File: config.mk
export PLATFORM = sky130hd
export DESIGN_NAME = coin_acceptor
export DESIGN_NICKNAME = d
export VERILOG_FILES = /design/src/rtl/soda_pkg.sv /design/src/rtl/coin_debounce.sv /design/src/rtl/coin_acceptor.sv
export SDC_FILE = /design/constraint.sdc
export NUM_CORES = 1
export LEC_CHECK = 0
export ABC_AREA = 1
export CAP_MARGIN = 0
export CORE_ASPECT_RATIO = 1.75
export CORE_MARGIN = 3
export CORE_UTILIZATION = 43
export CTS_BUF_LIST = sky130_fd_sc_hd__clkbuf_8 sky130_fd_sc_hd__clkbuf_16
export CTS_CLUSTER_SIZE = 40
export DETAILED_ROUTE_END_ITERATION = 16
export HOLD_SLACK_MARGIN = 0.12
export PLACE_DENSITY = 0.68
export RECOVER_POWER = 100
export SLEW_MARGIN = 20
export SYNTH_ARGS = -nofsm -noshare
export SYNTH_HDL_FRONTEND = slang
export SYNTH_SLANG_ARGS = --single-unit
File: constraint.sdc
create_clock -name clk -period 2.14 [get_ports clk]
set_clock_uncertainty 0.05 [all_clocks]
set_input_delay 0.428 -clock clk [delete_from_list [all_inputs] [get_ports clk]]
set_output_delay 0.428 -clock clk [all_outputs]
set_load 0.03 [all_outputs]
File: src/rtl/soda_pkg.sv
// soda_pkg: coin codes and shared limits for the vending machine front end.
package soda_pkg;
    typedef enum logic [1:0] {
        COIN_NONE = 2'b00,
        COIN_1    = 2'b01,
        COIN_5    = 2'b10,
        COIN_10   = 2'b11
    } coin_e;
    localparam int MIN_GAP = 5;
endpackage

File: src/rtl/coin_debounce.sv
// coin_debounce: two-flop synchronizer, counting debouncer and one-cycle rising event.
module coin_debounce #(
    parameter int DEBOUNCE_CYCLES = 4
) (
    input  logic clk,
    input  logic reset,
    input  logic raw_i,
    output logic event_o
);
    localparam int CW = $clog2(DEBOUNCE_CYCLES);
    logic          sync1_q, sync2_q, level_q, event_q;
    logic          level_d, event_d, flip;
    logic [CW-1:0] cnt_q, cnt_d;
    // flip fires on the DEBOUNCE_CYCLES-th consecutive sample that disagrees with the level
    always_comb begin
        flip    = (sync2_q != level_q) && (cnt_q == CW'(DEBOUNCE_CYCLES - 1));
        cnt_d   = (sync2_q == level_q || flip) ? '0 : cnt_q + 1'b1;
        level_d = level_q ^ flip;
        event_d = flip && !level_q;
    end
    always_ff @(posedge clk or posedge reset) begin
        if (reset) begin
            sync1_q <= 1'b0;
            sync2_q <= 1'b0;
            level_q <= 1'b0;
            event_q <= 1'b0;
            cnt_q   <= '0;
        end else begin
            sync1_q <= raw_i;
            sync2_q <= sync1_q;
            level_q <= level_d;
            event_q <= event_d;
            cnt_q   <= cnt_d;
        end
    end
    assign event_o = event_q;
endmodule

File: src/rtl/coin_acceptor.sv
// coin_acceptor: debounces three coin sensors, queues coins and issues
// spaced single-cycle B1/B5/B10 pulses, flagging coins that cannot be stored.
module coin_acceptor
    import soda_pkg::*;
#(
    parameter int DEBOUNCE_CYCLES = 4,
    parameter int GAP             = 5,
    parameter int DEPTH           = 4
) (
    input  logic                   clk,
    input  logic                   reset,
    input  logic                   c1_raw,
    input  logic                   c5_raw,
    input  logic                   c10_raw,
    output logic                   B1,
    output logic                   B5,
    output logic                   B10,
    output logic [2:0]             reject,
    output logic [$clog2(DEPTH):0] occupancy
);
    localparam int PW = $clog2(DEPTH);
    localparam int GW = $clog2(GAP);

    if (GAP < MIN_GAP) begin : g_gap_chk
        $error("coin_acceptor: GAP must be at least MIN_GAP");
    end
    if (DEPTH < 2 || (DEPTH & (DEPTH - 1)) != 0) begin : g_depth_chk
        $error("coin_acceptor: DEPTH must be a power of 2 and at least 2");
    end

    logic [2:0]    ev, win, reject_d, reject_q;
    coin_e         win_code, head;
    coin_e         fifo_q [DEPTH];
    logic [PW-1:0] rd_q, wr_q;
    logic [PW:0]   count_q, count_d;
    logic [GW-1:0] gap_q, gap_d;
    logic          full, pop, push, b1_q, b5_q, b10_q;

    coin_debounce #(.DEBOUNCE_CYCLES(DEBOUNCE_CYCLES)) u_db1  (.clk(clk), .reset(reset), .raw_i(c1_raw),  .event_o(ev[0]));
    coin_debounce #(.DEBOUNCE_CYCLES(DEBOUNCE_CYCLES)) u_db5  (.clk(clk), .reset(reset), .raw_i(c5_raw),  .event_o(ev[1]));
    coin_debounce #(.DEBOUNCE_CYCLES(DEBOUNCE_CYCLES)) u_db10 (.clk(clk), .reset(reset), .raw_i(c10_raw), .event_o(ev[2]));

    // lowest denomination wins, mirroring the vending FSM's input priority
    always_comb begin
        win      = ev[0] ? 3'b001 : ev[1] ? 3'b010 : ev[2] ? 3'b100 : 3'b000;
        win_code = ev[0] ? COIN_1 : ev[1] ? COIN_5 : ev[2] ? COIN_10 : COIN_NONE;
        head     = fifo_q[rd_q];
        full     = count_q == (PW+1)'(DEPTH);
        pop      = count_q != '0 && gap_q == '0;
        push     = |ev && (!full || pop);
        reject_d = (ev & ~win) | (push ? 3'b000 : win);
        count_d  = (push && !pop) ? count_q + 1'b1 : (pop && !push) ? count_q - 1'b1 : count_q;
        gap_d    = pop ? GW'(GAP - 1) : (gap_q != '0) ? gap_q - 1'b1 : gap_q;
    end

    always_ff @(posedge clk) begin
        if (push) fifo_q[wr_q] <= win_code;
    end

    always_ff @(posedge clk or posedge reset) begin
        if (reset) begin
            rd_q     <= '0;
            wr_q     <= '0;
            count_q  <= '0;
            gap_q    <= '0;
            reject_q <= '0;
            b1_q     <= 1'b0;
            b5_q     <= 1'b0;
            b10_q    <= 1'b0;
        end else begin
            rd_q     <= pop ? rd_q + 1'b1 : rd_q;
            wr_q     <= push ? wr_q + 1'b1 : wr_q;
            count_q  <= count_d;
            gap_q    <= gap_d;
            reject_q <= reject_d;
            b1_q     <= pop && head == COIN_1;
            b5_q     <= pop && head == COIN_5;
            b10_q    <= pop && head == COIN_10;
        end
    end

    assign B1        = b1_q;
    assign B5        = b5_q;
    assign B10       = b10_q;
    assign reject    = reject_q;
    assign occupancy = count_q;
endmodule

## Word-level counts from Yosys, hierarchy flattened

Memories as Yosys holds them, arrays and structs flattened.
Cells that the tools add are included.
Widths: inputs -> output; s select.

- Bits in registers: 34
- RAM bits: 8
- Input bits: 5
- Output and inout port bits: 9
- Word-level logic and storage cells: 96
- Memories kept: 1

Memories:

| name | depth | width | read ports | clocked after memory_dff | write ports | line | source |
|---|---|---|---|---|---|---|---|
| fifo_q | 4 | 2 | 1 | 0 | 1 | coin_acceptor.sv:33 | `coin_e fifo_q [DEPTH];` |

- $add $sub $neg: 8
- Equal/unequal tests: 13
- Mux-type cells: 16
- Bitwise gates (word level): 6
- Reduce and logical (&&, ||, !) cells: 29

Operator list:

| operator | number |
|---|---|
| $mux 3 | 8 |
| $logic_and 1x1->1 | 13 |
| $mux 2 | 6 |
| $add 2x1->2 const B | 5 |
| $eq 2x2->1 const B | 5 |
| $logic_not 1->1 | 6 |
| $reduce_bool 3->1 | 2 |
| $sub 3x1->3 const B | 2 |
| $logic_or 1x1->1 | 4 |
| $reduce_bool 2->1 | 2 |
| $add 3x1->3 const B | 1 |
| $and 3x3->3 | 1 |
| $eq 1x1->1 | 3 |
| $eq 3x3->1 const B | 1 |
| $logic_not 3->1 | 1 |
| $ne 1x1->1 | 3 |
| $not 3->3 | 1 |
| $or 3x3->3 | 1 |
| $reduce_or 3->1 | 1 |
| $xor 1x1->1 | 3 |
| $eq 2x1->1 const B | 1 |
| $mux 1 | 2 |

## Depth between registers and ports, before layout

Gate-level depths: netlist of run 1.

- Depth in word-level cells: 8
- Mapped depth: 13
- Depth with buffers taken out: 13

## By module

A second synthesis of run 1 with hierarchy kept.

- Cells, all modules: 175
- Area total of the unflattened synthesis: 1824.2 um^2

By module, submodules not included:

| module | instances | cells each | area an instance (um^2) | seq. area each (um^2) |
|---|---|---|---|---|
| coin_acceptor | 1 | 115 | 1159.9 | 640.6 |
| coin_debounce | 3 | 20 | 221.5 | 150.1 |

## Worst setup path before layout of run 1

No wires, ideal clock.

- Path type: flip-flop to flip-flop
- Start: register count_q[0], in the netlist occupancy[0]
- End: register count_q[2], in the netlist occupancy[2]
- Setup time: 0.123 ns
- Arrival time: 1.790 ns
- Data required time: 1.967 ns
- Slack: 0.176 ns
- Cell stages (with the launch flop): 11
- Buffers on the path: 0
- Clock period less this slack: 1.964 ns
- Cell sequence: dfrtp_1 nor2_2 nand3_2 nand2_4 inv_1 ha_1 inv_1 fa_1 nand2_1 nand3_1 xor2_1

- Cells in the longest elaborated chain, start to end: 7
- Elaborated cells between the ends (all ways): 15
- Classes of those cells: add/sub (2); eq/ne (1); mux (2); reduce/logical (10)

RTL lines:

| element | line | source |
|---|---|---|
| from (decl) | coin_acceptor.sv:35 | `logic [PW:0] count_q, count_d;` |
| from (signal assigned) | coin_acceptor.sv:73 | `count_q <= count_d;` |
| $eq 3x3->1 / $reduce_bool 3->1 (equally long branches) | coin_acceptor.sv:48, coin_acceptor.sv:49 |  |
| $logic_not 1->1 / $logic_and 1x1->1 (equally long branches) | coin_acceptor.sv:50, coin_acceptor.sv:49 |  |
| $logic_or 1x1->1 (*) | coin_acceptor.sv:50 | `push = \|ev && (!full \|\| pop);` |
| $logic_and 1x1->1 (*) | coin_acceptor.sv:50 |  |
| net push | coin_acceptor.sv:37 | `logic full, pop, push, b1_q, b5_q, b10_q;` |
| $logic_not 1->1 | coin_acceptor.sv:52 | `count_d = (push && !pop) ? count_q + 1'b1 : (pop && !push) ? count_q - 1'b1 : count_q;` |
| $logic_and 1x1->1 | coin_acceptor.sv:52 |  |
| $reduce_bool 2->1 (no line) | -- |  |

Mark *: on every way through the listed nets, which the timed path passes. The rest lies on a longest branch. The select of a mux whose other input is x is not followed.
A chain may end at the register's enable or synchronous reset.

## Worst setup path after layout of run 1

- Start: register gap_q[0]
- End: register count_q[2], in the netlist occupancy[2]

- Cells in the longest elaborated chain, start to end: 7
- Elaborated cells between the ends (all ways): 10
- Classes of those cells: mux (1); reduce/logical (9)

RTL lines:

| element | line | source |
|---|---|---|
| from (decl) | coin_acceptor.sv:36 | `logic [GW-1:0] gap_q, gap_d;` |
| from (signal assigned) | coin_acceptor.sv:74 | `gap_q <= gap_d;` |
| $logic_not 3->1 (*) | coin_acceptor.sv:49 | `pop = count_q != '0 && gap_q == '0;` |
| $logic_and 1x1->1 (*) | coin_acceptor.sv:49 |  |
| $logic_or 1x1->1 | coin_acceptor.sv:50 |  |
| $logic_and 1x1->1 | coin_acceptor.sv:50 |  |
| $logic_not 1->1 | coin_acceptor.sv:52 |  |
| $logic_and 1x1->1 | coin_acceptor.sv:52 |  |
| $reduce_bool 2->1 (no line) | -- |  |

Mark *: on every way between the ends. The rest lies on a longest branch, timed or not.

==> results of run 1 <==
## cell type report
cell class | instances | area, um2 | area share (%)
sequential | 42 | 1090 | 51.9
multi-input combinational | 94 | 557 | 26.5
clock buffer | 5 | 68.8 | 3.28
inverter | 28 | 105 | 5.00
tap | 48 | 60.1 | 2.86
clock inverter | 3 | 68.8 | 3.28
timing repair buffer | 17 | 150 | 7.15
## flip-flops by register name, indices dropped and copies added, names as in the netlist, 2 cells and up, named ones only
register      cells
occupancy         3
reject            3
fifo_q            8
u_db1.cnt_q       2
gap_q             3
u_db5.cnt_q       2
rd_q              2
u_db10.cnt_q      2
wr_q              2
## worst max-delay path: cells and delay by family (launching register included)
family	cells	cell delay, ns
fa+ha+maj	3	0.73
flops	1	0.36
simple gates	4	0.36
buf+inv	4	0.29
xor+xnor	1	0.15
## worst max path at each step
stage / from / end / slack (ns) / cells past startpoint
finish: gap_q[0] / occupancy[2] / 0.12 / 12
global route: gap_q[0] / occupancy[2] / -0.004 / 13
CTS: gap_q[0] / occupancy[2] / 0.03 / 13
detailed placement: gap_q[0] / occupancy[2] / 0.02 / 12
global placement: gap_q[0] / occupancy[2] / 0.15 / 12
floorplan: occupancy[0] / occupancy[2] / 0.18 / 10
## report_power, final
part | leakage [nW] | internal (W) | switching, W
combinational | 0.456 | 0.000380 | 0.000579
sequential | 0.505 | 0.00103 | 0.000175
clock | 0.0683 | 0.000467 | 0.000268
total | 1.03 | 0.00187 | 0.00102
## metal layers
| metal | vias up | global-route usage [%] | wire length (um) |
|---|---|---|---|
| met1 | 549 | 12.8 | 975 |
| met3 | 6 | 4.48 | 131 |
| li1 | 557 | - | - |
| met4 | 0 | 4.99 | 35 |
| met2 | 31 | 23.4 | 1700 |
| met5 | - | 0 | 0 |
## per-stage QoR
step           util (%)  hold WS (ns)  TNS (ns)
2_1_floorplan         -         0.281         0
3_3_place_gp       49.9         0.284         0
3_5_place_dp       49.9         0.286         0
4_1_cts            53.7         0.305         0
5_1_grt            53.8         0.322  -0.00366
6_report           53.8         0.301         0
## cell families (layout without fill, tap and decap cells)
logic type / count (synthesis) / count (layout)
AOI/OAI and AO/OA: 15 / 15
xor gates and xnor gates: 6 / 6
adders and majority gates: 11 / 11
buffers and inverters: 28 / 53
DFF: 42 / 42
and+or+nand+nor: 62 / 62
## placed cells by master (no fill, tap or decap), types with 4 or more instances in the layout
cell	netlist	layout
edfxtp_1	8	8
dfrtp_1	34	34
nand3_1	10	10
inv_1	26	26
nand2_1	27	27
nor2_1	17	17
xnor2_1	4	4
dlygate4sd3_1	0	13
clkbuf_8	0	5
o21ai_0	10	10
a21oi_1	5	5
ha_1	10	10
## what timing repair did
action | 4_1_cts | 5_1_grt
buffers inserted | 0 | 2
resized for setup | 2 | 1
endpoints found under the setup margin | 1 | 2
==> flow_metrics.py, run 1 <==
metrics = {
    "logic_synthesis": {
        "ys_top_cells_by_area": "dfrtp_1, edfxtp_1, ha_1",
        "netlist_instances": 164,
        "yosysTopAreaCell": "dfrtp_1",
        "syn-num-nets": 180,
        "synth_edf_count": 8,
        "ys_top_cells_by_count": "dfrtp_1, nand2_1, inv_1",
        "muxShareOfSynthArea_pct": 0,
        "synth_xor_area_share_pct": 3.02,
        "synth_adder_area_share_pct": 8.33,
        "synth_top_area_share_pct": 48.8,
        "synth_top_family_by_area": "simple AND/OR/NAND/NOR gates",
        "synth_compound_area_share_pct": 4.31,
        "ys_async_sr_fraction_pct": 81.0,
        "ys_types": 19,
        "yosysMostFrequentCell": "dfrtp_1",
        "yosys_warnings": 0,
        "synth-seq-cells": 42,
        "yosysSeqAreaShare_pct": 62.6,
        "ys.flop_type": "dfrtp_1",
        "synth_area_um2": 1740,
        "avgSynthCellArea_um2": 10.6,
        "synth-simple-area-share_pct": 15.7,
    },
    "floorplanning": {
        "start_util_pct": 44.6,
        "dieArea_um2": 4880,
        "boundaryPins": 14,
        "die_y_um": 90.2,
        "coreArea_um2": 3900,
        "chipWidth_um": 54.1,
        "placementRows": 30,
    },
    "worst_hold_path": {
        "holdPathEnd": "u_db5.sync2_q",
        "hold_depth": 0,
        "hold_class": "reg2reg",
        "min_from": "u_db5.sync1_q",
    },
    "power_and_ir_drop": {
        "ir_drop_mv": 0.880,
        "p_leak_nw": 1.03,
        "finalPower_w": 0.00289,
        "power.density_nw_per_um2": 1380,
    },
    "routing": {
        "wl_per_cell_um": 12.0,
        "drtIter0Drc": 20,
        "wl_um": 2840,
        "drc": 0,
        "ant_nets": 0,
        "via_per_inst": 4.82,
        "vias": 1143,
        "dr.pass1.iters": 5,
    },
    "grt": {
        "grt_pass1_wl_um": 4650,
        "grt_pass1_vias": 1101,
        "grt_max_degree": 35,
        "grt_use_total_pct": 13.1,
        "grt_overflow_total": 0,
        "antenna_found_initial": 0,
    },
    "timing": {
        "min_period_ns": 2.02,
        "slew_viol_final": 0,
        "max_freq_ghz": 0.495,
        "period_share_pct": 94.3,
        "setup_slack_ns": 0.121,
        "finalSetupViolCount": 0,
        "hold_viol": 0,
        "max_slew_margin_pct": 46.2,
        "worstMarginPinSlew_ns": 0.807,
    },
    "clocking": {
        "ctsHoldBuffers": 0,
        "clk_root_buffer_cell": "clkbuf_8",
        "clk_latency_ns": 0.29,
        "clock_sinks": 42,
        "htreeDepth": 2,
        "cts_tree": "yes",
        "cts.clk_slew.worst_paths_ns": 0.08,
        "cts_made_buffers": 5,
        "clk_path_buf_depth": 2,
    },
    "cells_and_area": {
        "syn2layout_area_growth_pct": 20.5,
        "fin_area_um2": 2100,
        "nFillCells": 356,
        "diodes": 0,
        "final_layout_size_suffix_gt1_share_pct": 10.1,
        "nets": 204,
        "layout.cells.non_filler": 237,
    },
    "place": {
        "routabilityCongestion": 0.801,
        "place_ws_ns": 0.0175,
        "dpl.cell_count": 227,
        "numPortBuffers": 13,
        "post-dp-hpwl_um": 2110,
        "placedInstanceArea_um2": 1950,
    },
    "worst_setup_path": {
        "worst_path_largest_cell_delay_ns": 0.36,
        "r2r.worst_path.cells": 12,
        "rrSetupSlack_ns": 0.12,
        "crit_arrival_ns": 2.18,
        "r2r_end": "occupancy[2]",
        "end_kind": "flop",
        "reg2reg_from": "gap_q[0]",
        "cp-start-kind": "flop",
        "required_ns": 2.31,
        "crit_type": "reg2reg",
        "cp_common_cell": "inv_1",
        "slowest_stage": "dfrtp_1",
        "critPathMaxFanout": 4,
        "worstPathCellList": "inv_1 > ha_1 > nand2_2 > inv_1 > nand2_1 > ha_1 > inv_1 > fa_2 > inv_1 > nand2_1 > nand3_1 > xor2_1",
    },
    "flow_run": {
        "drv_cap": 0,
    },
    "status": {
        "status": "finished, final reports clean",
    },
}
No activity file was read; power rests on OpenSTA's default activity.
==> inputs of run 2 (changes only) <==
ABC_CLOCK_PERIOD_IN_PS = 2140   (was default)
CORE_UTILIZATION = 55   (was 43)
PLACE_DENSITY = 0.82   (was 0.68)
==> run 2 against run 1 <==
Register-to-register slack worse by 0.02 ns. Fmax down 0.92%. Sequential cell count is the same. Clock power fell by 18%. Routed wire length grew 4.0%. Sequential share of layout area fell by 0.64 points. Non-clock buffer count up 5. Worst setup slack got worse by 0.019 ns. Clock-buffer cell count stayed put. Sequential power is essentially flat. Critical path depth up 1. Cell count down 0.42%. Critical path type unchanged. Critical endpoint unchanged.
==> flow_metrics.py, run 2 (same netlist as run 1, synthesis figures left out) <==
metrics = {
    "status": {
        "status": "finished, final reports clean",
    },
    "flow_run": {
        "drv_cap": 0,
    },
    "cells_and_area": {
        "largest_reg_flops": 8,
        "utilization_pct": 71.1,
        "diodes": 0,
        "layout.cells.non_filler": 236,
        "final_common_cell": "dfrtp_1",
        "final_layout_size_suffix_gt1_share_pct": 14.9,
        "max_flop_register": "fifo_q",
        "syn2layout_area_growth_pct": 22.0,
        "most-common-layout-cells": "dfrtp_1, nand2_1, inv_1",
        "nets": 209,
    },
    "grt": {
        "grt_max_degree": 14,
        "grt_pass1_wl_um": 4930,
        "antenna_found_initial": 0,
        "grt_pass1_vias": 1179,
        "grt_overflow_total": 0,
        "grt_use_total_pct": 17.7,
    },
    "power_and_ir_drop": {
        "power.density_nw_per_um2": 1370,
        "p_leak_nw": 1.02,
        "ir_drop_mv": 1.10,
    },
    "worst_setup_path": {
        "slowest_stage": "dfrtp_1",
        "worst_path_largest_cell_delay_ns": 0.39,
        "cp_common_cell": "inv_1",
        "critPathMaxFanout": 7,
        "crit_arrival_ns": 2.22,
        "required_ns": 2.32,
        "r2r.worst_path.cells": 13,
        "cp-start-kind": "flop",
        "crit_type": "reg2reg",
        "rrSetupSlack_ns": 0.10,
        "reg2reg_from": "gap_q[0]",
        "r2r_end": "occupancy[2]",
        "worstPathCellList": "inv_2 > ha_4 > nand2_4 > nand3_4 > nand2_4 > inv_1 > ha_2 > inv_1 > fa_2 > inv_1 > nand2_1 > nand3_1 > xor2_1",
        "end_kind": "flop",
    },
    "timing": {
        "finalSetupViolCount": 0,
        "worstMarginPinSlew_ns": 0.587,
        "hold_viol": 0,
        "min_period_ns": 2.04,
        "slew_viol_final": 0,
        "max_freq_ghz": 0.491,
        "period_share_pct": 95.2,
        "max_slew_margin_pct": 60.9,
    },
    "clocking": {
        "clk_path_buf_depth": 2,
        "cts_tree": "yes",
        "cts.clk_slew.worst_paths_ns": 0.08,
        "htreeDepth": 2,
        "clock_sinks": 42,
        "cts_made_buffers": 5,
        "clk_latency_ns": 0.30,
        "clk_root_buffer_cell": "clkbuf_8",
    },
    "floorplanning": {
        "coreArea_um2": 2990,
        "placementRows": 26,
        "die_y_um": 80.5,
        "start_util_pct": 58.2,
        "chipWidth_um": 48.6,
        "dieArea_um2": 3910,
        "boundaryPins": 14,
    },
    "routing": {
        "vias": 1135,
        "via_per_inst": 4.81,
        "dr.pass1.iters": 4,
        "ant_nets": 0,
        "drtIter0Drc": 21,
        "wl_um": 2960,
        "wl_per_cell_um": 12.5,
        "drc": 0,
    },
    "place": {
        "numPortBuffers": 13,
        "post-dp-hpwl_um": 2130,
        "dpl.cell_count": 222,
        "routabilityCongestion": 0.760,
    },
    "worst_hold_path": {
        "min_from": "u_db10.sync1_q",
        "hold_class": "reg2reg",
        "hold_depth": 0,
        "holdPathEnd": "u_db10.sync2_q",
    },
}
## run 2: repair_timing
item / CTS / global route
pin swaps: 0 / 2
gates cloned: 0 / 0
hold endpoints to repair: 0 / 0
hold buffers: 0 / 0
endpoints found under the setup margin: 1 / 2
setup buffers: 0 / 6
gates resized for setup: 3 / 6
## run 2: per-layer routing
layer / share of wire (%) / GRT usage (%)
met1: 34 / 15.0
met2: 58 / 34.7
met3: 3.6 / 4.45
met4: 4.4 / 12.3
met5: 0 / 0
## run 2: per-stage QoR
stage | setup WS (ns) | setup TNS (ns) | cell area [um2] | hold WS [ns] | total power [W]
5_1_grt | -0.00790 | -0.00790 | 2130 | 0.310 | 0.00314
3_5_place_dp | -0.0628 | -0.0628 | 1950 | 0.290 | 0.00217
4_1_cts | 0.0420 | 0 | 2070 | 0.306 | 0.00281
2_1_floorplan | 0.176 | 0 | 1740 | 0.281 | 0.00187
3_3_place_gp | 0.140 | 0 | 1950 | 0.284 | 0.00208
6_report | 0.102 | 0 | 2130 | 0.302 | 0.00291
## run 2: cell type report
class / count / area, um2
Sequential cell: 42 / 1090
Fill cell: 217 / 866
Multi-Input combinational cell: 94 / 579
Timing Repair Buffer: 22 / 190
Inverter: 28 / 105
Clock buffer: 5 / 68.8
Tap cell: 42 / 52.6
Clock inverter: 3 / 40.0
## run 2: worst max-delay path by stage
stage	from	endpoint	slack, ns	depth (start not counted)
2_1_floorplan	occupancy[0]	occupancy[2]	0.18	10
3_3_place_gp	gap_q[0]	occupancy[2]	0.14	12
3_5_place_dp	gap_q[0]	occupancy[2]	-0.06	13
4_1_cts	gap_q[0]	occupancy[2]	0.04	13
5_1_grt	gap_q[0]	occupancy[2]	-0.008	13
6_report	gap_q[0]	occupancy[2]	0.10	13
## run 2: power breakdown
| part | internal, W | leakage, nW | switching (W) |
|---|---|---|---|
| combinational | 0.000472 | 0.460 | 0.000635 |
| sequential | 0.00103 | 0.505 | 0.000174 |
| clock | 0.000343 | 0.0579 | 0.000259 |
| total | 0.00184 | 1.02 | 0.00107 |
## run 2: critical path, delay by kind of cell (launching register included)
kind	cells	cell delay, ns
adder cells (fa/ha/maj)	3	0.69
flip-flops	1	0.39
AND/OR/NAND/NOR	5	0.38
buffers and inverters	4	0.29
XOR/XNOR	1	0.15
==> inputs of run 3 (changes only) <==
CELL_PAD_IN_SITES_DETAIL_PLACEMENT = 0   (was default)
CELL_PAD_IN_SITES_GLOBAL_PLACEMENT = 1   (was default)
CORE_UTILIZATION = 45   (was 55)
PLACE_DENSITY = 0.84   (was 0.82)
==> run 3 against run 2 <==
Non-clock buffer count down 5. Combinational power fell by 8%. Via count shrank 1.9%. Clock-buffer cell count is the same. Worst setup slack better by 0.048 ns. Sequential share of layout area up 1.1 points. Critical path depth shrank 3. Register-to-register slack improved by 0.05 ns. Critical path type unchanged.
==> flow_metrics.py, run 3 (same netlist as run 1, synthesis figures left out) <==
metrics = {
    "power_and_ir_drop": {
        "finalPower_w": 0.00272,
        "ir_drop_mv": 0.713,
        "power.density_nw_per_um2": 1310,
        "p_leak_nw": 0.994,
    },
    "worst_setup_path": {
        "crit_arrival_ns": 2.16,
        "crit_type": "reg2reg",
        "slowest_stage": "dfrtp_1",
        "crit_start": "occupancy[0]",
        "critPathBufInv": 2,
        "worst_path_largest_cell_delay_ns": 0.46,
        "required_ns": 2.31,
        "end_kind": "flop",
        "cp-start-kind": "flop",
        "worstPathCellList": "nor2_2 > nand2_1 > nand2_2 > ha_2 > inv_1 > fa_2 > inv_1 > nand2_1 > nand3_1 > xor2_1",
        "cp_top_family": "simple AND/OR/NAND/NOR gates",
        "reg2reg_from": "occupancy[0]",
        "critPathMaxFanout": 4,
    },
    "floorplanning": {
        "dieArea_um2": 4690,
        "chipWidth_um": 53.0,
        "boundaryPins": 14,
        "coreArea_um2": 3660,
        "die_y_um": 88.3,
        "placementRows": 29,
        "start_util_pct": 47.6,
    },
    "place": {
        "dpl.cell_count": 225,
        "place_ws_ns": 0.00297,
        "routabilityCongestion": 0.712,
        "numPortBuffers": 13,
        "post-dp-hpwl_um": 2110,
    },
    "timing": {
        "max_freq_ghz": 0.503,
        "setup_tns_ns": 0,
        "finalSetupViolCount": 0,
        "holdWs_ns": 0.289,
        "period_share_pct": 93.0,
        "max_slew_margin_pct": 46.7,
        "min_period_ns": 1.99,
        "slew_viol_final": 0,
        "worstMarginPinSlew_ns": 0.799,
        "setup_slack_ns": 0.151,
        "hold_viol": 0,
    },
    "routing": {
        "ant_nets": 0,
        "via_per_inst": 4.74,
        "drc": 0,
        "wl_per_cell_um": 11.7,
        "vias": 1114,
        "drtIter0Drc": 12,
        "dr.pass1.iters": 4,
        "wl_um": 2750,
    },
    "cells_and_area": {
        "most-common-layout-cells": "dfrtp_1, nand2_1, inv_1",
        "max_flop_register": "fifo_q",
        "largest_reg_flops": 8,
        "nets": 204,
        "diodes": 0,
        "final_layout_size_suffix_gt1_share_pct": 13.2,
        "layout.cells.non_filler": 235,
        "syn2layout_area_growth_pct": 19.4,
        "final_common_cell": "dfrtp_1",
    },
    "clocking": {
        "cts_tree": "yes",
        "cts_made_buffers": 5,
        "cts.clk_slew.worst_paths_ns": 0.08,
        "htreeDepth": 2,
        "clk_path_buf_depth": 2,
        "clock_sinks": 42,
        "clk_latency_ns": 0.29,
        "ctsHoldBuffers": 0,
        "clk_root_buffer_cell": "clkbuf_8",
    },
    "grt": {
        "antenna_found_initial": 0,
        "grt_max_degree": 35,
        "grt_pass1_vias": 1177,
        "grt_overflow_total": 0,
        "grt_use_total_pct": 14.0,
        "grt_pass1_wl_um": 4800,
    },
    "worst_hold_path": {
        "hold_class": "reg2reg",
        "min_from": "u_db1.sync1_q",
    },
    "flow_run": {
        "drv_cap": 0,
    },
    "status": {
        "status": "finished, final reports clean",
    },
}
-- run 3: cell type report --
| type | instances | area (um2) |
|---|---|---|
| Inverter | 28 | 105 |
| Timing Repair Buffer | 17 | 158 |
| Multi-Input combinational cell | 94 | 579 |
| Clock buffer | 5 | 68.8 |
| Tap cell | 46 | 57.6 |
| Fill cell | 310 | 1580 |
| Clock inverter | 3 | 21.3 |
| Sequential cell | 42 | 1090 |
-- run 3: worst paths after layout --
kind                                 end  slack, ns  cells past startpoint
min in group asynchronous      async pin       0.74                      3
hold / removal             u_db1.sync2_q       0.29                      0
max in group asynchronous        wr_q[0]       0.79                      3
setup / recovery            occupancy[2]       0.15                     10
setup reg to reg            occupancy[2]       0.15                     10
hold reg to reg            u_db1.sync2_q       0.29                      0
-- run 3: layer usage --
metal  vias up  global-route usage, %  routed length, um  share of wire (%)
li1        558                      -                  -                  -
met1       527                   13.7                984                 36
met2        20                   26.2               1600                 58
met3         9                   3.04                 81                2.9
met4         0                   7.21                 76                2.8
met5         -                      0                  0                  0
-- run 3: through the flow --
step | cell area, um2 | utilization, %
finish | 2080 | 56.8
global route | 2080 | 56.8
CTS | 2040 | 55.8
detailed placement | 1950 | 53.1
global placement | 1950 | 53.1
floorplan | 1740 | -
-- run 3: report_power, final --
part           total [W]  internal, W  switching [W]
registers        0.00120      0.00103       0.000176
clock network   0.000496     0.000229       0.000267
logic            0.00102     0.000426       0.000595
total            0.00272      0.00168        0.00104
-- run 3: what timing repair did --
action / CTS / global route
endpoints found under the setup margin: 1 / 2
pin swaps: 0 / 1
resized for setup: 1 / 7
buffers inserted: 0 / 2
